--- src/rtl/fanout_fork_pkg.sv ---
// ---------------------------------------------------------------------------
// fanout_fork_pkg
//   Shared types, default sizes and helpers for the eager-fork controller.
//   cfg_state_t : configuration sequencer states (RUN, PEND)
//   all_done()  : true when every selected consumer has taken, or is taking,
//                 the current head token
// ---------------------------------------------------------------------------
package fanout_fork_pkg;

    localparam int NUM_OUT_DEF   = 6;
    localparam int DATA_W_DEF    = 17;
    localparam int BUF_DEPTH_DEF = 2;

    typedef enum logic {
        RUN  = 1'b0,
        PEND = 1'b1
    } cfg_state_t;

    // A consumer is finished with the head token if it is not selected,
    // has already accepted it, or is accepting it this cycle.
    function automatic logic all_done(
        input logic [NUM_OUT_DEF-1:0] mask,
        input logic [NUM_OUT_DEF-1:0] accepted,
        input logic [NUM_OUT_DEF-1:0] ready
    );
        return &(~mask | accepted | ready);
    endfunction

endpackage

--- src/rtl/fanout_fork_buf.sv ---
// ---------------------------------------------------------------------------
// fanout_fork_buf
//   Small input skid FIFO in front of the fork. DEPTH must be a power of two
//   so the pointers wrap by plain overflow.
//   Ports:
//     clk, rst      clock and asynchronous active-high reset
//     push, data_in write request and token (ignored when full or flushing)
//     pop           remove the head token (ignored when empty or flushing)
//     flush         empty the FIFO; wins over push and pop
//     full, empty   occupancy flags (registered state only)
//     head          head token; holds the last shown head while empty
// ---------------------------------------------------------------------------
module fanout_fork_buf #(
    parameter int DATA_W = 17,
    parameter int DEPTH  = 2
) (
    input  logic              clk,
    input  logic              rst,
    input  logic              push,
    input  logic [DATA_W-1:0] data_in,
    input  logic              pop,
    input  logic              flush,
    output logic              full,
    output logic              empty,
    output logic [DATA_W-1:0] head
);

    localparam int PTR_W = (DEPTH > 1) ? $clog2(DEPTH) : 1;
    localparam int CNT_W = PTR_W + 1;

    logic [DATA_W-1:0] mem [DEPTH];
    logic [PTR_W-1:0]  wr_ptr;
    logic [PTR_W-1:0]  rd_ptr;
    logic [CNT_W-1:0]  count;
    logic [DATA_W-1:0] last_head;
    logic              do_push;
    logic              do_pop;

    assign full  = (count == CNT_W'(DEPTH));
    assign empty = (count == '0);

    assign do_push = push & ~full  & ~flush;
    assign do_pop  = pop  & ~empty & ~flush;

    // While empty the broadcast bus keeps showing the most recent head so
    // consumers never see a glitching data bus between tokens.
    assign head = empty ? last_head : mem[rd_ptr];

    always_ff @(posedge clk or posedge rst) begin
        if (rst) begin
            wr_ptr    <= '0;
            rd_ptr    <= '0;
            count     <= '0;
            last_head <= '0;
        end else begin
            if (!empty) begin
                last_head <= mem[rd_ptr];
            end
            if (flush) begin
                wr_ptr <= '0;
                rd_ptr <= '0;
                count  <= '0;
            end else begin
                if (do_push) begin
                    wr_ptr <= wr_ptr + PTR_W'(1);
                end
                if (do_pop) begin
                    rd_ptr <= rd_ptr + PTR_W'(1);
                end
                // Simultaneous push and pop leaves the occupancy unchanged.
                case ({do_push, do_pop})
                    2'b10:   count <= count + CNT_W'(1);
                    2'b01:   count <= count - CNT_W'(1);
                    default: count <= count;
                endcase
            end
        end
    end

    // Storage needs no reset: an entry is only read after it was written.
    always_ff @(posedge clk) begin
        if (do_push) begin
            mem[wr_ptr] <= data_in;
        end
    end

endmodule

--- src/rtl/fanout_fork_ctrl.sv ---
// ---------------------------------------------------------------------------
// fanout_fork_ctrl
//   Eager-fork controller: broadcasts each buffered producer token to every
//   consumer selected by active_mask, delivering it exactly once per consumer,
//   and sequences mask changes so a token is never split across two masks.
//   Ports:
//     CLK, ASYNCRESET          clock, asynchronous active-high reset
//     in_valid/in_data/in_ready producer handshake into the skid buffer
//     out_valid/out_data/out_ready per-consumer handshake, shared data bus
//     cfg_wr/cfg_mask/cfg_busy  mask write request, new mask, write pending
//     flush                    synchronous clear of buffer and acceptance
//     active_mask              mask currently steering delivery
// ---------------------------------------------------------------------------
module fanout_fork_ctrl
    import fanout_fork_pkg::*;
#(
    parameter int NUM_OUT   = NUM_OUT_DEF,
    parameter int DATA_W    = DATA_W_DEF,
    parameter int BUF_DEPTH = BUF_DEPTH_DEF
) (
    input  logic               CLK,
    input  logic               ASYNCRESET,
    input  logic               in_valid,
    input  logic [DATA_W-1:0]  in_data,
    output logic               in_ready,
    output logic [NUM_OUT-1:0] out_valid,
    output logic [DATA_W-1:0]  out_data,
    input  logic [NUM_OUT-1:0] out_ready,
    input  logic               cfg_wr,
    input  logic [NUM_OUT-1:0] cfg_mask,
    output logic               cfg_busy,
    input  logic               flush,
    output logic [NUM_OUT-1:0] active_mask
);

    cfg_state_t         state;
    cfg_state_t         state_n;
    logic [NUM_OUT-1:0] active_n;
    logic [NUM_OUT-1:0] pend_mask;
    logic [NUM_OUT-1:0] pend_n;
    logic [NUM_OUT-1:0] accepted;
    logic [NUM_OUT-1:0] handshake;

    logic buf_full;
    logic buf_empty;
    logic head_v;
    logic push;
    logic pop;
    logic partial;
    logic run_safe;
    logic pend_safe;

    fanout_fork_buf #(
        .DATA_W (DATA_W),
        .DEPTH  (BUF_DEPTH)
    ) u_buf (
        .clk     (CLK),
        .rst     (ASYNCRESET),
        .push    (push),
        .data_in (in_data),
        .pop     (pop),
        .flush   (flush),
        .full    (buf_full),
        .empty   (buf_empty),
        .head    (out_data)
    );

    // in_ready comes straight from buffer occupancy so there is no
    // combinational path from consumer readiness back to the producer.
    assign in_ready = ~buf_full;
    assign push     = in_valid & in_ready;
    assign head_v   = ~buf_empty;

    assign out_valid = {NUM_OUT{head_v}} & active_mask & ~accepted;
    assign handshake = out_valid & out_ready;
    assign pop       = head_v & all_done(active_mask, accepted, out_ready);

    // A token is "in flight" once some consumer has taken it but the fork
    // has not yet completed; switching the mask then would split it.
    assign partial   = (|handshake) & ~pop;
    assign run_safe  = flush | (~(|accepted) & ~partial);
    // In PEND the completing pop itself is a safe boundary: the new mask is
    // in place before the next token can start delivery.
    assign pend_safe = flush | pop | (~(|accepted) & ~partial);

    assign cfg_busy = (state == PEND);

    // Acceptance tracking: cleared when the token leaves (or on flush),
    // otherwise accumulates consumers that took the token this cycle.
    always_ff @(posedge CLK or posedge ASYNCRESET) begin
        if (ASYNCRESET) begin
            accepted <= '0;
        end else if (flush || pop) begin
            accepted <= '0;
        end else begin
            accepted <= accepted | handshake;
        end
    end

    // Configuration sequencer state and mask registers.
    always_ff @(posedge CLK or posedge ASYNCRESET) begin
        if (ASYNCRESET) begin
            state       <= RUN;
            active_mask <= '0;
            pend_mask   <= '0;
        end else begin
            state       <= state_n;
            active_mask <= active_n;
            pend_mask   <= pend_n;
        end
    end

    // Next-state logic: a write in PEND simply replaces the held mask, and
    // when the write lands on the applying edge the newest mask is used.
    always_comb begin
        state_n  = state;
        active_n = active_mask;
        pend_n   = pend_mask;
        case (state)
            RUN: begin
                if (cfg_wr) begin
                    if (run_safe) begin
                        active_n = cfg_mask;
                    end else begin
                        pend_n  = cfg_mask;
                        state_n = PEND;
                    end
                end
            end
            PEND: begin
                if (cfg_wr) begin
                    pend_n = cfg_mask;
                end
                if (pend_safe) begin
                    active_n = cfg_wr ? cfg_mask : pend_mask;
                    state_n  = RUN;
                end
            end
            default: begin
                state_n = RUN;
            end
        endcase
    end

endmodule

--- config.mk ---
export PLATFORM = sky130hd
export DESIGN_NAME = fanout_fork_ctrl
export DESIGN_NICKNAME = d
export VERILOG_FILES = /design/src/rtl/fanout_fork_pkg.sv /design/src/rtl/fanout_fork_buf.sv /design/src/rtl/fanout_fork_ctrl.sv
export SDC_FILE = /design/constraint.sdc
export NUM_CORES = 1
export LEC_CHECK = 0
export CORE_AREA = 5 5 85 87
export CTS_CLUSTER_SIZE = 28
export DETAILED_ROUTE_END_ITERATION = 6
export DIE_AREA = 0 0 90 92
export MAX_ROUTING_LAYER = met4
export PLACE_DENSITY_LB_ADDON = 0.12
export SYNTH_ARGS = -nofsm -noshare
export SYNTH_HDL_FRONTEND = slang
export SYNTH_SLANG_ARGS = --single-unit
--- constraint.sdc ---
create_clock -name CLK -period 2.9 [get_ports CLK]
set_input_delay 0.58 -clock CLK [delete_from_list [all_inputs] [get_ports CLK]]
set_output_delay 0.58 -clock CLK [all_outputs]
set_load 0.005 [all_outputs]
==> impl_metrics.py <==
metrics = {
    "detailed_routing": {
        "vias": 1950,
        "drt_iter0_drc": 89,
        "ant_nets": 0,
        "drt-vias-per-instance": 5.159,
        "drtPass1Iterations": 4,
        "drt-total-wl_um": 5922,
        "routedWlPerCell_um": 15.67,
        "drcViolationCount": 0,
    },
    "pwr": {
        "p_per_area_nw_per_um2": 1011,
        "ir_worst_vdd_v": 0.0005138,
        "power.total_mw": 4.024,
        "power.leakage_nw": 1.537,
    },
    "sta": {
        "hold_viol": 0,
        "max_clock_freq_ghz": 0.3739,
        "fin_hold_ws_ns": 0.4957,
        "period_share_pct": 92.22,
        "maxSlewHeadroom_pct": 63.91,
        "final.setup_skew_ns": 0.004745,
        "worstMarginPinSlew_ns": 0.5381,
        "fin_tns_setup_ns": 0,
        "rsz0062_at_grt": "no",
        "setup-violations-final": 0,
        "layout_setup_ws_ns": 0.2257,
        "fin_crit_ns": 2.674,
        "slew_viol_final": 0,
    },
    "synthesis": {
        "synth_area_leaders": "edfxtp_1 33%, dfrtp_1 33%, mux2i_1 5.6%",
        "synth_ff_type": "dfrtp_1",
        "synth_warnings": 0,
        "synthArstFlopShare_pct": 54.05,
        "synth_seq_area_share_pct": 66.31,
        "synth.distinct_cells": 31,
        "syn-num-nets": 256,
        "yosysTopAreaCell": "edfxtp_1",
        "syn_area_per_cell_um2": 13.74,
        "yosys_register_bits": 74,
        "syn_area_um2": 3049,
        "netlist_instances": 222,
        "synth_top_cell_area_share_pct": 33.48,
        "synth_edf_count": 34,
    },
    "clock_network": {
        "postCtsHoldBufs": 0,
        "cts_tree": "built",
        "cts_setup_buffers": 0,
        "path_clk_slew_ns": 0.07,
        "insertion_delay_ns": 0.34,
        "cts_root_buf": "clkbuf_8",
        "post_cts_resized": 0,
        "clock_path_buffers": 2,
        "cts_buffers": 9,
        "h-tree-depth": 3,
        "clock_sinks": 74,
    },
    "floorplan": {
        "die_area_um2": 8280,
        "start_util_pct": 48.57,
        "core_um2": 6277,
        "io_pins": 65,
        "die_w_um": 90,
        "die_h_um": 92,
        "rows": 29,
    },
    "layout": {
        "n_antenna_cell": 0,
        "drive_gt1_share_pct": 15.95,
        "syn2layout_area_growth_pct": 30.53,
        "final_cells": 378,
        "final_nets": 330,
    },
    "place": {
        "dp_hpwl_um": 4087,
        "dp_worst_setup_slack_ns": 0.2515,
        "gp_congestion": 0.9015,
        "port_buffers": 64,
        "dp_cells": 362,
    },
    "worst_setup_path": {
        "path_max_fanout": 16,
        "end_kind": "primary output",
        "cp_slowest_cell": "clkdlybuf4s50_1",
        "required_ns": 2.32,
        "crit_buf_inv": 2,
        "cp-start-kind": "flop",
        "slowest_delay_ns": 0.58,
        "r2r_slack_ns": 0.68,
        "path_class": "flop to primary output",
        "crit_family": "buffers and inverters",
        "path_cells": "buf_4 -> mux2i_1 -> o21ai_0 -> clkdlybuf4s50_1",
        "arrival_ns": 2.09,
    },
    "global_route": {
        "grt_pass1_wl_um": 9791,
        "grt.total_usage_pct": 15.52,
        "grt_pass1_vias": 1992,
        "grt_overflow_total": 0,
        "antenna_found_initial": 0,
        "grt_max_degree": 36,
    },
    "run_status": {
        "outcome": "finished, final reports clean",
    },
    "flow_run": {
        "maxCapViolCount": 0,
    },
    "min_path": {
        "min_path_type": "flop to flop",
    },
}
==> registers in the layout, indices dropped and copies added (netlist names) <==
register         flops
u_buf.last_head     17
u_buf.wr_ptr         1
u_buf.rd_ptr         1
pend_mask            6
accepted             6
cfg_busy             1
active_mask          6
u_buf.count          2
u_buf.mem           34
==> worst paths after layout <==
kind	end	depth (start not counted)	startpoint
min in group asynchronous	u_buf.last_head[9]	2	ASYNCRESET
max reg2reg	active_mask[0]	6	accepted[1]
min	u_buf.last_head[0]	2	u_buf.last_head[0]
min reg2reg	u_buf.last_head[0]	2	u_buf.last_head[0]
max in group asynchronous	u_buf.last_head[2]	3	ASYNCRESET
max	out_data[1]	4	u_buf.rd_ptr
==> stage by stage <==
step                      util, %  instance area, µm²
after detailed placement    60.81                3817
final                       63.40                3980
after global placement      60.81                3817
after global routing        63.40                3980
after CTS                   63.40                3980
after floorplan                 -                3049
==> report_power, final <==
group,switching [mW],internal (mW)
logic,0.768,1.01
clock network,0.362,0.304
registers,0.174,1.41
total,1.30,2.72
==> per-layer routing <==
layer,share of wire (%),wire length (µm),vias to the layer above,global-route usage [%]
met4,2.0,117,0,6.948
met3,6.6,392,10,5.155
met5,0,0,-,-
met2,45,2680,67,23.17
li1,-,-,952,-
met1,46,2731,921,19.28
==> kinds of logic after synthesis <==
family          share of synthesized area [%]
flops                                   66.31
simple gates                            11.37
mux                                     13.34
compound gates                          5.335
buf+inv                                 2.216
xor+xnor                                1.436
==> cell usage in the layout, fill, tap and decap left out, types with 2 or more instances in the layout <==
| cell type | count |
|---|---|
| a21oi_1 | 6 |
| and3_1 | 6 |
| buf_4 | 8 |
| clkbuf_8 | 9 |
| clkdlybuf4s50_1 | 64 |
| clkinv_1 | 2 |
| clkinv_2 | 3 |
| dfrtp_1 | 40 |
| edfxtp_1 | 34 |
| inv_1 | 6 |
| mux2_2 | 13 |
| mux2_4 | 6 |
| mux2i_1 | 17 |
| nand2_1 | 19 |
| nand2b_1 | 2 |
| nand4_1 | 7 |
| nor2_1 | 8 |
| nor2b_1 | 3 |
| nor3b_1 | 6 |
| o21ai_0 | 20 |
| xnor2_1 | 4 |
==> worst reg2reg max path: cells and delay by family (launching register included) <==
| kind | cells | cell delay (ns) |
|---|---|---|
| flip-flops | 1 | 0.39 |
| multiplexers | 1 | 0.32 |
| AND/OR/NAND/NOR | 4 | 1.21 |
| AO/OA/AOI/OAI | 1 | 0.19 |
==> final cells by class <==
type | count | area (µm²)
tap | 77 | 96.34
inverter | 7 | 26.28
clock inverter | 6 | 35.03
clock buffer | 10 | 127.6
timing repair buffer | 72 | 700.7
sequential | 74 | 2022
fill | 511 | 2297
multi-input combinational | 132 | 972.2
==> synthesized netlist by cell type (7+ instances only) <==
cell / n
dfrtp_1: 40
edfxtp_1: 34
o21ai_0: 20
nand2_1: 19
mux2i_1: 17
mux2_2: 13
nor2_1: 9
inv_1: 7
nand4_1: 7
nor3b_1: 7
(Power assumes the default switching activity.)
